===== config.mk =====
export PLATFORM = sky130hd
export DESIGN_NAME = ibex_instr_arbiter
export DESIGN_NICKNAME = d
export VERILOG_FILES = /design/src/rtl/ibex_instr_arbiter.sv
export SDC_FILE = /design/constraint.sdc
export NUM_CORES = 1
export LEC_CHECK = 0
export CORE_AREA = 10 10 83 85
export CTS_CLUSTER_DIAMETER = 200
export DETAILED_ROUTE_END_ITERATION = 6
export DIE_AREA = 0 0 93 95
export GPL_TIMING_DRIVEN = 0
export MAX_ROUTING_LAYER = met4
export PLACE_DENSITY = 0.8
export SLEW_MARGIN = 10
export SYNTH_ARGS = -nofsm -noshare
export SYNTH_HDL_FRONTEND = slang
export SYNTH_SLANG_ARGS = --single-unit

===== constraint.sdc =====
create_clock -name clk_i -period 1.9 [get_ports clk_i]
set_clock_uncertainty 0.1 [all_clocks]
set_input_delay 0.38 -clock clk_i [delete_from_list [all_inputs] [get_ports clk_i]]
set_output_delay 0.38 -clock clk_i [all_outputs]
set_load 0.005 [all_outputs]

===== src/rtl/ibex_instr_arbiter.sv =====
// ibex_instr_arbiter
//   Shares one instruction-memory port between the prefetch buffer (P) and a
//   secondary requester (D, debug/loader). Round-robin choice when both
//   request, selection locked while a request waits for grant, and an owner
//   FIFO routes each rvalid back to whoever issued the transaction.
//
// Ports
//   clk_i, rst_ni              clock, async active-low reset
//   p_req_i/p_addr_i           prefetch request / address
//   p_gnt_o/p_rvalid_o         prefetch grant / response valid
//   d_req_i/d_addr_i           secondary request / address
//   d_gnt_o/d_rvalid_o         secondary grant / response valid
//   rdata_o                    instr_rdata_i broadcast to both requesters
//   instr_req_o/instr_addr_o   memory request / word-aligned address
//   instr_gnt_i/instr_rvalid_i/instr_rdata_i  memory grant / rvalid / data
//   busy_o                     transactions outstanding or request pending
//   spurious_o                 rvalid seen with nothing outstanding
module ibex_instr_arbiter #(
    parameter int unsigned NumOutstanding = 2
) (
    input  logic        clk_i,
    input  logic        rst_ni,
    input  logic        p_req_i,
    input  logic [31:0] p_addr_i,
    output logic        p_gnt_o,
    output logic        p_rvalid_o,
    input  logic        d_req_i,
    input  logic [31:0] d_addr_i,
    output logic        d_gnt_o,
    output logic        d_rvalid_o,
    output logic [31:0] rdata_o,
    output logic        instr_req_o,
    output logic [31:0] instr_addr_o,
    input  logic        instr_gnt_i,
    input  logic        instr_rvalid_i,
    input  logic [31:0] instr_rdata_i,
    output logic        busy_o,
    output logic        spurious_o
);

    localparam int unsigned CntW = $clog2(NumOutstanding + 1);
    localparam int unsigned PtrW = (NumOutstanding > 1) ? $clog2(NumOutstanding) : 1;
    localparam logic [CntW-1:0] MaxCnt  = CntW'(NumOutstanding);
    localparam logic [PtrW-1:0] LastPtr = PtrW'(NumOutstanding - 1);

    typedef enum logic {
        ARB  = 1'b0,
        HOLD = 1'b1
    } state_e;

    state_e                    state_q, state_d;
    logic                      lock_q, lock_d;   // requester locked in HOLD (0=P, 1=D)
    logic                      last_q, last_d;   // last granted requester
    logic [NumOutstanding-1:0] owner_q, owner_d;
    logic [PtrW-1:0]           wptr_q, wptr_d;
    logic [PtrW-1:0]           rptr_q, rptr_d;
    logic [CntW-1:0]           cnt_q, cnt_d;

    logic        sel;
    logic        sel_req;
    logic [31:0] sel_addr;
    logic        push;
    logic        pop;

    // Requester selection: fixed while holding, otherwise round-robin.
    always_comb begin
        sel = 1'b0;
        if (state_q == HOLD) begin
            sel = lock_q;
        end else if (p_req_i && d_req_i) begin
            sel = ~last_q;
        end else if (d_req_i) begin
            sel = 1'b1;
        end
    end

    assign sel_req  = sel ? d_req_i  : p_req_i;
    assign sel_addr = sel ? d_addr_i : p_addr_i;

    // Issue depends only on registered count, never on this cycle's rvalid;
    // rst_ni gating keeps combinational outputs quiet while reset is held.
    assign instr_req_o  = rst_ni & sel_req & (cnt_q < MaxCnt);
    assign instr_addr_o = sel_addr & ~32'h3;

    assign push = instr_req_o & instr_gnt_i;
    assign pop  = instr_rvalid_i & (cnt_q != '0);

    assign p_gnt_o    = push & ~sel;
    assign d_gnt_o    = push &  sel;
    assign p_rvalid_o = pop & ~owner_q[rptr_q];
    assign d_rvalid_o = pop &  owner_q[rptr_q];
    assign spurious_o = rst_ni & instr_rvalid_i & (cnt_q == '0);
    assign busy_o     = (cnt_q != '0) | instr_req_o;
    assign rdata_o    = instr_rdata_i;

    // FSM next state and round-robin pointer.
    always_comb begin
        state_d = state_q;
        lock_d  = lock_q;
        last_d  = last_q;
        unique case (state_q)
            ARB: begin
                if (instr_req_o && !instr_gnt_i) begin
                    state_d = HOLD;
                    lock_d  = sel;
                end
            end
            HOLD: begin
                if (push || !sel_req) begin
                    state_d = ARB;
                end
            end
            default: state_d = ARB;
        endcase
        if (push) begin
            last_d = sel;
        end
    end

    // Owner FIFO: push never happens when full because issue is blocked.
    always_comb begin
        owner_d = owner_q;
        wptr_d  = wptr_q;
        rptr_d  = rptr_q;
        cnt_d   = cnt_q;
        if (push) begin
            owner_d[wptr_q] = sel;
            wptr_d = (wptr_q == LastPtr) ? '0 : wptr_q + PtrW'(1);
        end
        if (pop) begin
            rptr_d = (rptr_q == LastPtr) ? '0 : rptr_q + PtrW'(1);
        end
        unique case ({push, pop})
            2'b10:   cnt_d = cnt_q + CntW'(1);
            2'b01:   cnt_d = cnt_q - CntW'(1);
            default: cnt_d = cnt_q;
        endcase
    end

    always_ff @(posedge clk_i or negedge rst_ni) begin
        if (!rst_ni) begin
            state_q <= ARB;
            lock_q  <= 1'b0;
            last_q  <= 1'b1;   // "D granted last" so P wins the first tie
            owner_q <= '0;
            wptr_q  <= '0;
            rptr_q  <= '0;
            cnt_q   <= '0;
        end else begin
            state_q <= state_d;
            lock_q  <= lock_d;
            last_q  <= last_d;
            owner_q <= owner_d;
            wptr_q  <= wptr_d;
            rptr_q  <= rptr_d;
            cnt_q   <= cnt_d;
        end
    end

endmodule


; Yosys cells after proc, flatten, opt, wreduce, memory -nomap -nowiden
; Index checks and enable logic that the tools add are counted.
[totals]
ff_bits = 9
elab_cells = 58
[op_classes]
add_sub_neg = 4
magnitude_cmp = 4
eq_ne = 2
muxes = 16
n_bitwise = 15
n_reduce_logical = 10
[ops]
columns = operator, n
row1 = 32-bit two-way mux, 1
row2 = 1-bit two-way mux, 11
row3 = 1-bit bitwise AND, 10
row4 = 1-bit by 2-bit < comparator with 1-bit output (second input constant), 2
row5 = 1-bit NOT, 4
row6 = 2-bit one-hot mux with 2 select lines, 1
row7 = 2-bit nonzero test, 2
row8 = 1-bit logical AND, 3
row9 = 1-bit adder (second input constant), 2
row10 = 2-bit by 1-bit adder with 2-bit output (second input constant), 1
row11 = 2-bit bitwise mux, 1
row12 = 2-bit by 1-bit == test with 1-bit output (second input constant), 1
row13 = 2-bit == test (second input constant), 1
row14 = 1-bit logical NOT, 2
row15 = 2-bit logical NOT, 1
row16 = 2-bit < comparator (second input constant), 1
row17 = 1-bit one-hot mux with 2 select lines, 1
row18 = 2-bit AND reduction, 1
row19 = 2-bit by 1-bit subtractor with 2-bit output (second input constant), 1
row20 = 1-bit demux with 1-bit select, 1
row21 = 1-bit greater-or-equal comparator (second input constant), 1
row22 = 1-bit logical OR, 1
row23 = 1-bit OR, 1

; Longest topological paths before layout
; Gate-level depths: netlist (run 1).
[depth]
ltp_word = 10
ltp_mapped = 6
depth_no_buf = 6

; Least setup slack after synthesis (run 1)
; No wires, ideal clock.
[synth_path]
path_kind = reg-to-output
start = register last_q
end = output port instr_addr_o[10]
arrival_time_ns = 1.263
path_slack_ns = 0.157
stages_incl_launch_ff = 5
n_path_buf = 1
cell_sequence = dfstp_2 a21bo_2 o21a_4 buf_12 mux2_4
[synth_via]
elab_chain_len = 4
[synth_lines]
columns = item, line
row1 = "start, declared", 53  ; logic last_q, last_d;
row2 = "start signal, assigned", 152  ; last_q <= last_d;
row3 = 1-bit NOT, 71  ; sel = ~last_q;
row4 = 1-bit two-way mux, 70  ; end else if (p_req_i && d_req_i) begin
row5 = 1-bit two-way mux, 68  ; if (state_q == HOLD) begin
row6 = 32-bit two-way mux, 78  ; assign sel_addr = sel ? d_addr_i : p_addr_i;
row7 = "end, declared", 33  ; output logic [31:0] instr_addr_o,
; No other way between the ends.

; Final worst setup path (run 1)
[layout_path]
start = register last_q
end = output port instr_addr_o[15]
; The elaborated chain is that of the path after synthesis.

==> results.json, run 1 <==
{
  "final_layout_size_suffix_gt1_share_pct": 49.44,
  "grt_antenna_before_repair": 0,
  "die_h_um": 95,
  "outcome": "finished, violations left",
  "grt_setup_unrepaired": "true",
  "worstSetupEndpointType": "output pin",
  "die_w_um": 93,
  "antennaDiodeCount": 0,
  "synthesis.instances": 118,
  "path_clk_slew_ps": 40,
  "syn_to_final_growth_pct": 122.8,
  "grt_pass1_wl_um": 7990,
  "min_period_over_period_pct": 116.3,
  "wl_per_cell_um": 17.68,
  "finalWorstPathRequiredPeriod_ps": 2210,
  "synth_top_flop_cell": "sky130_fd_sc_hd__dfrtp_1",
  "clkLatencyLatePin_ps": 230,
  "fp.coreArea_um2": 5338,
  "worst_ep_arrival_time_ps": 1730,
  "worst_hold_path_type": "in2async",
  "postSynthRegisterBits": 9,
  "tritoncts.num_buffers": 3,
  "first_pass_iters": 4,
  "crit_buf_inv": 3,
  "gp_congestion": 0.8309,
  "critical_path_class": "reg2out",
  "fin_max_slew_vios": 0,
  "worst_reg2reg_setup_slack_ps": -120,
  "cts_sinks": 9,
  "detail_route.iter0.violations": 36,
  "critPathSlowestCell": "sky130_fd_sc_hd__dfstp_2",
  "root_buffer": "sky130_fd_sc_hd__clkbuf_8",
  "cp_data_required_time_ps": 1420,
  "floorplan.die_area_um2": 8835,
  "row_count": 27,
  "synth_largest_area_cell": "sky130_fd_sc_hd__mux2_4",
  "cts_buffer_depth": 2,
  "final.setup.tns_ps": -7628,
  "finalHoldViolations": 0,
  "share_of_power_burned_in_combinational_logic_pct": 75.5,
  "synth-async-reset-ratio_pct": 100.0,
  "initial_core_util_pct": 24.10,
  "cell_by_cell_trace_of_the_critical_path": "a21bo_2 -> o21a_4 -> buf_6 -> buf_12 -> mux2_4 -> buf_6",
  "syn-mean-instance-area_um2": 10.90,
  "grt_pass1_vias": 1536,
  "synthDominantCellAreaShare_pct": 33.85,
  "remaining_drc_errors": 0,
  "io_buffers": 134,
  "crit_path_max_incr_delay_ps": 530,
  "crit_start": "last_q$_DFFE_PN1P_",
  "ir_drop_mv": 0.3842,
  "cellInternalPower_mw": 1.755,
  "number_of_flops_mapped_to_enable_cells_by_yosys": 0,
  "p_leak_nw": 1.348,
  "critical_path.reg2reg.endpoint": "cnt_q[1]$_DFFE_PN0P_",
  "power_density_nw_per_um2": 919.6,
  "antenna_violating_nets_post_route": 0,
  "num_io_pins": 173,
  "max_cap_violations": 0,
  "global_route.overflow_total": 0,
  "finished_cell_area_um2": 2865,
  "netlist_top_cells_area": "sky130_fd_sc_hd__mux2_4 (34%), sky130_fd_sc_hd__buf_4 (20%), sky130_fd_sc_hd__dfrtp_1 (16%), sky130_fd_sc_hd__buf_12 (4.7%), sky130_fd_sc_hd__mux2_2 (3.5%)",
  "final_core_util_pct": 53.68,
  "grt_start_max_net_pins": 14,
  "synth.lib_cells_used.distinct": 26,
  "synth.top_cells.by_count": "sky130_fd_sc_hd__buf_4 (34), sky130_fd_sc_hd__mux2_4 (29), sky130_fd_sc_hd__dfrtp_1 (8), sky130_fd_sc_hd__nor2_1 (5), sky130_fd_sc_hd__xnor2_1 (5)",
  "violations": "negative setup slack",
  "rr_worst_depth": 7,
  "synth_warnings": 0,
  "num_vias": 1399,
  "clockPowerShare_pct": 8.3,
  "final_critical_path_setup_slack_ps": -309.6,
  "grt_usage_pct": 11.67,
  "power_switching_share_pct": 33.40,
  "clock_tree.htree_level_count": 1,
  "vias_per_cell": 4.127,
  "path_max_fanout": 5,
  "dpl-instance-area_um2": 2721,
  "power.sequential.fraction_pct": 16.2,
  "dpl.hpwl_um": 5133,
  "nNetsFinal": 371,
  "switchingPower_uw": 880.1,
  "crit_top_cell": "sky130_fd_sc_hd__buf_6",
  "synth_seq_area_share_pct": 17.61,
  "whs_ps": 51.89,
  "setup_viol": 33,
  "post-place-ws_ps": -997.3,
  "critical_path.top_delay_family": "flip-flops",
  "startpoint_type": "register",
  "fmax_mhz": 452.6,
  "synthMostInstantiatedCell": "sky130_fd_sc_hd__buf_4",
  "post_synth_instance_area_um2": 1286,
  "tritoncts": "done",
  "rr_startpoint": "lock_q$_DFFE_PN0P_",
  "wl_um": 5992
}
## flip-flops by register name, indices dropped and copies added, names as in the netlist
name and count:
lock_q 1, wptr_q 1, state_q 1, owner_q 2, last_q 1, cnt_q 2, rptr_q 1
## layout by cell type, fill, tap and decap left out, types with 2 or more instances in the layout
cell type | Yosys | routed
sky130_fd_sc_hd__nor3_1 | 2 | 2
sky130_fd_sc_hd__clkbuf_8 | 0 | 3
sky130_fd_sc_hd__nor2_1 | 5 | 4
sky130_fd_sc_hd__clkdlybuf4s50_1 | 0 | 94
sky130_fd_sc_hd__o2111ai_1 | 2 | 2
sky130_fd_sc_hd__conb_1 | 1 | 2
sky130_fd_sc_hd__xnor2_1 | 5 | 5
sky130_fd_sc_hd__nand2_1 | 3 | 3
sky130_fd_sc_hd__dlygate4sd2_1 | 0 | 3
sky130_fd_sc_hd__buf_4 | 34 | 39
sky130_fd_sc_hd__inv_1 | 4 | 4
sky130_fd_sc_hd__mux2_2 | 4 | 3
sky130_fd_sc_hd__buf_12 | 3 | 2
sky130_fd_sc_hd__clkbuf_2 | 0 | 9
sky130_fd_sc_hd__mux2_4 | 29 | 30
sky130_fd_sc_hd__buf_6 | 0 | 29
sky130_fd_sc_hd__buf_2 | 0 | 4
sky130_fd_sc_hd__dfrtp_2 | 0 | 2
sky130_fd_sc_hd__dfrtp_1 | 8 | 6
## routing by layer
layer | up-vias | GRT usage, % | part of all wire (%)
met3 | 6 | 1.824 | 4.0
li1 | 671 | - | -
met4 | 0 | 2.828 | 1.0
met2 | 61 | 22.31 | 59
met5 | - | - | 0
met1 | 661 | 12.17 | 36
## cell type report
class                           count  area [um2]
Fill cell                         489        2472
Sequential cell                     9       229.0
Timing Repair Buffer              145        1406
Inverter                            4       15.01
Multi-Input combinational cell     69       784.5
Buffer                             36       295.3
Tap cell                           72       90.09
Clock buffer                        4       45.04
## cells by family after synthesis
logic type / synth area share (%)
buf+inv: 25.68
mux: 38.13
simple gates: 6.324
compound gates: 7.587
flops: 17.61
xor+xnor: 3.405
fa+ha+maj: 0.9726
other cells: 0.2915
## through the flow
step	instances	total power, mW
4_1_cts	340	2.845
3_5_place_dp	325	2.274
2_1_floorplan	119	1.436
5_1_grt	339	2.793
6_report	339	2.635
3_3_place_gp	325	2.238
## timing repair
item	CTS	global route
resized for setup	172	18
gates cloned	2	0
buffers inserted	9	1
endpoints found under the setup margin	44	35
hold endpoints to repair	8	8
pin swaps	3	2
## how the worst max path moves through the flow
stage                     cells past startpoint  slack [ps]          endpoint
final                                         6        -310  instr_addr_o[15]
after global routing                          6        -360  instr_addr_o[15]
after CTS                                     4        -370            busy_o
after detailed placement                      5       -1000           p_gnt_o
after global placement                        5       -1000           p_gnt_o
after floorplan                               4         160  instr_addr_o[10]
## power by group through the flow
stage                     Sequential, mW  Combinational [mW]  Clock, mW
after floorplan                    0.377                1.06          0
after global placement             0.398                1.84          0
after detailed placement           0.404                1.87          0
after CTS                          0.412                2.21      0.223
after global routing               0.443                2.12      0.228
final                              0.426                1.99      0.219
Power figures use the tool's default switching activity.
==> run 2: changes to the inputs <==
--- a/config.mk
+++ b/config.mk
@@ -12,7 +12,8 @@
 export GPL_TIMING_DRIVEN = 0
 export MAX_ROUTING_LAYER = met4
 export PLACE_DENSITY = 0.8
-export SLEW_MARGIN = 10
+export SKIP_CTS_REPAIR_TIMING = 1
+export SLEW_MARGIN = 5
 export SYNTH_ARGS = -nofsm -noshare
 export SYNTH_HDL_FRONTEND = slang
 export SYNTH_SLANG_ARGS = --single-unit
==> results.json, run 2 (synthesis gave the netlist of run 1 again) <==
{
  "crit_top_cell": "sky130_fd_sc_hd__buf_6",
  "global_route.overflow_total": 0,
  "dpl-instance-area_um2": 2721,
  "grt_setup_unrepaired": "true",
  "cell_by_cell_trace_of_the_critical_path": "a21bo_4 -> o21a_4 -> buf_12 -> buf_8 -> buf_6 -> buf_6 -> mux2_4 -> buf_6",
  "clock_tree.htree_level_count": 1,
  "die_w_um": 93,
  "root_buffer": "sky130_fd_sc_hd__clkbuf_8",
  "num_vias": 1435,
  "num_io_pins": 173,
  "finalWorstPathRequiredPeriod_ps": 2407,
  "final.setup.tns_ps": -10880,
  "final_critical_path_setup_slack_ps": -506.8,
  "grt_pass1_vias": 1479,
  "nNetsFinal": 383,
  "finalHoldViolations": 0,
  "multiInputGateArea_um2": 777.0,
  "first_pass_iters": 4,
  "report.power.total_mw": 2.869,
  "dp.cells": 325,
  "grt_start_max_net_pins": 14,
  "fp.coreArea_um2": 5338,
  "ir_drop_mv": 0.3834,
  "worst_ep_arrival_time_ps": 1930,
  "min_period_over_period_pct": 126.7,
  "startpoint_type": "register",
  "grt_antenna_before_repair": 0,
  "syn_to_final_growth_pct": 128.3,
  "sequential_cell_area_um2": 229.0,
  "grt_pass1_wl_um": 7790,
  "final_common_cell": "sky130_fd_sc_hd__clkdlybuf4s50_1",
  "post-place-ws_ps": -997.3,
  "path_max_fanout": 5,
  "tritoncts": "done",
  "outcome": "finished, violations left",
  "initial_core_util_pct": 24.10,
  "antennaDiodeCount": 0,
  "fmax_mhz": 415.5,
  "n_fill_cell": 478,
  "final_core_util_pct": 55.02,
  "cts_buffer_depth": 2,
  "grt_usage_pct": 11.35,
  "whs_ps": 41.36,
  "floorplan.die_area_um2": 8835,
  "finalNonFillerCells": 351,
  "clkLatencyLatePin_ps": 230,
  "max_cap_violations": 0,
  "cp_data_required_time_ps": 1420,
  "io_buffers": 134,
  "final_layout_size_suffix_gt1_share_pct": 50.18,
  "crit_path_max_incr_delay_ps": 380,
  "fin_max_slew_vios": 0,
  "p_leak_nw": 1.465,
  "rr_startpoint": "state_q$_DFF_PN0_",
  "dpl.hpwl_um": 5133,
  "violations": "negative setup slack",
  "power_density_nw_per_um2": 977.0,
  "cts_sinks": 9,
  "critical_path_class": "reg2out",
  "detail_route.iter0.violations": 26,
  "setup_viol": 34,
  "die_h_um": 95,
  "layout_common_cells": "sky130_fd_sc_hd__clkdlybuf4s50_1 (94), sky130_fd_sc_hd__buf_4 (46), sky130_fd_sc_hd__mux2_4 (30)",
  "tritoncts.num_buffers": 3,
  "remaining_drc_errors": 0,
  "path_clk_slew_ps": 40,
  "row_count": 27,
  "wl_per_cell_um": 17.35,
  "vias_per_cell": 4.088,
  "finished_cell_area_um2": 2937,
  "gp_congestion": 0.8309,
  "worstSetupEndpointType": "output pin",
  "largest_registers": "cnt_q (2), owner_q (2)",
  "wl_um": 6090,
  "critPathSlowestCell": "sky130_fd_sc_hd__dfstp_2",
  "worst_hold_path_type": "in2async",
  "antenna_violating_nets_post_route": 0,
  "crit_start": "last_q$_DFFE_PN1P_"
}
## run 2: metal layers
metal	vias up	GRT usage (%)	part of all wire (%)
met5	-	-	0
met4	0	2.828	0.66
met3	4	1.824	3.7
met2	61	21.44	59
met1	673	11.98	36
li1	697	-	-
## run 2: cell type report
| cell class | count | area share, % |
|---|---|---|
| Multi-Input combinational cell | 69 | 26.46 |
| Sequential cell | 9 | 7.797 |
| Buffer | 37 | 10.74 |
| Clock buffer | 4 | 1.534 |
| Timing Repair Buffer | 156 | 49.89 |
| Inverter | 4 | 0.5113 |
| Tap cell | 72 | 3.068 |
## run 2: worst paths after layout
check | endpoint | slack, ps | cells past startpoint
worst min-delay path | last_q$_DFFE_PN1P_ | 40 | 1
min in group clk_i | rptr_q$_DFFE_PN0P_ | 390 | 1
worst min register to register | rptr_q$_DFFE_PN0P_ | 390 | 1
worst max register to register | cnt_q[1]$_DFFE_PN0P_ | 60 | 5
max in group asynchronous | state_q$_DFF_PN0_ | 830 | 2
worst max-delay path | instr_addr_o[21] | -510 | 8
## run 2: worst max-delay path, delay by kind of cell, from the launching register on
kind	cells	cell delay (ps)
AOI/OAI and AO/OA	2	450
DFF	1	380
muxes	1	300
buffers and inverters	5	570
## run 2: where the power goes
part / switching (mW) / total, mW / internal [mW] / leakage, nW
Combinational: 0.723 / 2.22 / 1.50 / 1.34
Clock: 0.0728 / 0.219 / 0.146 / 0.0228
Sequential: 0.124 / 0.427 / 0.303 / 0.105
Total: 0.920 / 2.87 / 1.95 / 1.46
==> run 3: changes to the inputs <==
--- a/config.mk
+++ b/config.mk
@@ -10,6 +10,7 @@
 export DETAILED_ROUTE_END_ITERATION = 6
 export DIE_AREA = 0 0 93 95
 export GPL_TIMING_DRIVEN = 0
+export HOLD_SLACK_MARGIN = 0.06
 export MAX_ROUTING_LAYER = met4
 export PLACE_DENSITY = 0.8
 export SKIP_CTS_REPAIR_TIMING = 1
==> results.json, run 3 (synthesis gave the netlist of run 1 again) <==
{
  "finalHoldViolations": 0,
  "path_max_fanout": 5,
  "wl_per_cell_um": 17.40,
  "detail_route.iter0.violations": 25,
  "cts_buffer_depth": 2,
  "tritoncts.num_buffers": 3,
  "wl_um": 6125,
  "startpoint_type": "register",
  "clock_tree.htree_level_count": 1,
  "tritoncts": "done",
  "finalNonFillerCells": 352,
  "fin_max_slew_vios": 0,
  "worst_hold_path_type": "reg2reg",
  "final_critical_path_setup_slack_ps": -506.3,
  "gp_congestion": 0.8309,
  "worstSetupEndpointType": "output pin",
  "violations": "negative setup slack",
  "floorplan.die_area_um2": 8835,
  "root_buffer": "sky130_fd_sc_hd__clkbuf_8",
  "critical_path_class": "reg2out",
  "grt_pass1_wl_um": 7790,
  "p_leak_nw": 1.469,
  "grt_start_max_net_pins": 14,
  "power_density_nw_per_um2": 973.9,
  "cp_data_required_time_ps": 1420,
  "cts_sinks": 9,
  "nNetsFinal": 384,
  "fmax_mhz": 415.6,
  "die_h_um": 95,
  "num_vias": 1436,
  "final_core_util_pct": 55.20,
  "final_common_cell": "sky130_fd_sc_hd__clkdlybuf4s50_1",
  "first_pass_iters": 4,
  "antenna_violating_nets_post_route": 0,
  "grt_usage_pct": 11.35,
  "largest_registers": "cnt_q (2), owner_q (2)",
  "outcome": "finished, violations left",
  "worst_ep_arrival_time_ps": 1930,
  "setup_viol": 34,
  "grt_antenna_before_repair": 0,
  "num_io_pins": 173,
  "initial_core_util_pct": 24.10,
  "finished_cell_area_um2": 2947,
  "clkLatencyLatePin_ps": 230,
  "post-place-ws_ps": -997.3,
  "fp.coreArea_um2": 5338,
  "finalWorstPathRequiredPeriod_ps": 2406,
  "ir_drop_mv": 0.3834,
  "layout_common_cells": "sky130_fd_sc_hd__clkdlybuf4s50_1 (94), sky130_fd_sc_hd__buf_4 (46), sky130_fd_sc_hd__mux2_4 (30)",
  "row_count": 27,
  "grt_setup_unrepaired": "true",
  "final.setup.tns_ps": -10860,
  "antennaDiodeCount": 0,
  "syn_to_final_growth_pct": 129.1,
  "path_clk_slew_ps": 40,
  "dpl.hpwl_um": 5133,
  "max_cap_violations": 0,
  "min_period_over_period_pct": 126.6,
  "dp.cells": 325,
  "global_route.overflow_total": 0,
  "vias_per_cell": 4.080,
  "io_buffers": 134,
  "die_w_um": 93,
  "dpl-instance-area_um2": 2721,
  "final_layout_size_suffix_gt1_share_pct": 50.00,
  "grt_pass1_vias": 1479,
  "remaining_drc_errors": 0
}
## run 3: cell count changes in the layout (fill, tap and decap cells not counted), sizes merged
| cell | delta |
|---|---|
| dlygate4sd3 | +1 |
## run 3: through the flow
| stage | hold WS, ps | power (mW) |
|---|---|---|
| 5_1_grt | 405.7 | 3.036 |
| 6_report | 390.3 | 2.870 |
| 4_1_cts | 395.3 | 2.506 |
| 2_1_floorplan | -15.59 | 1.436 |
| 3_5_place_dp | 384.4 | 2.274 |
| 3_3_place_gp | 383.6 | 2.238 |
## run 3: area by class of cell
cell class              instances  area [um2]
clock buffers                   4       45.04
inverters                       4       15.01
plain buffers                  37       315.3
repair buffers                157        1475
multi-input cells              69       777.0
well taps                      72       90.09
fillers                       479        2391
flip-flops and latches          9       229.0
## run 3: critical path: stages (launching register included)
cell                      delay (ps)
sky130_fd_sc_hd__dfstp_2         380
sky130_fd_sc_hd__a21bo_4         210
sky130_fd_sc_hd__o21a_4          240
sky130_fd_sc_hd__buf_12          130
sky130_fd_sc_hd__buf_8           110
sky130_fd_sc_hd__buf_6           110
sky130_fd_sc_hd__buf_6           100
sky130_fd_sc_hd__mux2_4          300
sky130_fd_sc_hd__buf_6           120
## run 3: final timing paths
kind,from,endpoint,slack (ps),cells past startpoint
min in group asynchronous,rst_ni,owner_q[0]$_DFFE_PN0P_,580,2
max in group asynchronous,rst_ni,state_q$_DFF_PN0_,810,2
max,last_q$_DFFE_PN1P_,instr_addr_o[21],-510,8
min reg2reg,rptr_q$_DFFE_PN0P_,rptr_q$_DFFE_PN0P_,390,1
min,rptr_q$_DFFE_PN0P_,rptr_q$_DFFE_PN0P_,390,1
max reg2reg,state_q$_DFF_PN0_,cnt_q[1]$_DFFE_PN0P_,70,5
## run 3: report_power, final
group	switching (mW)	leakage [nW]	total (mW)	internal, mW
Combinational	0.722	1.34	2.22	1.50
Clock	0.0730	0.0228	0.219	0.146
Sequential	0.124	0.105	0.427	0.303
## run 3: layer usage
layer	global-route usage, %	wire length (um)	vias up	part of all wire, %
li1	-	-	699	-
met1	11.98	2245	674	37
met2	21.44	3613	59	59
met3	1.824	226	4	3.7
met4	2.828	40	0	0.65
met5	-	0	-	0
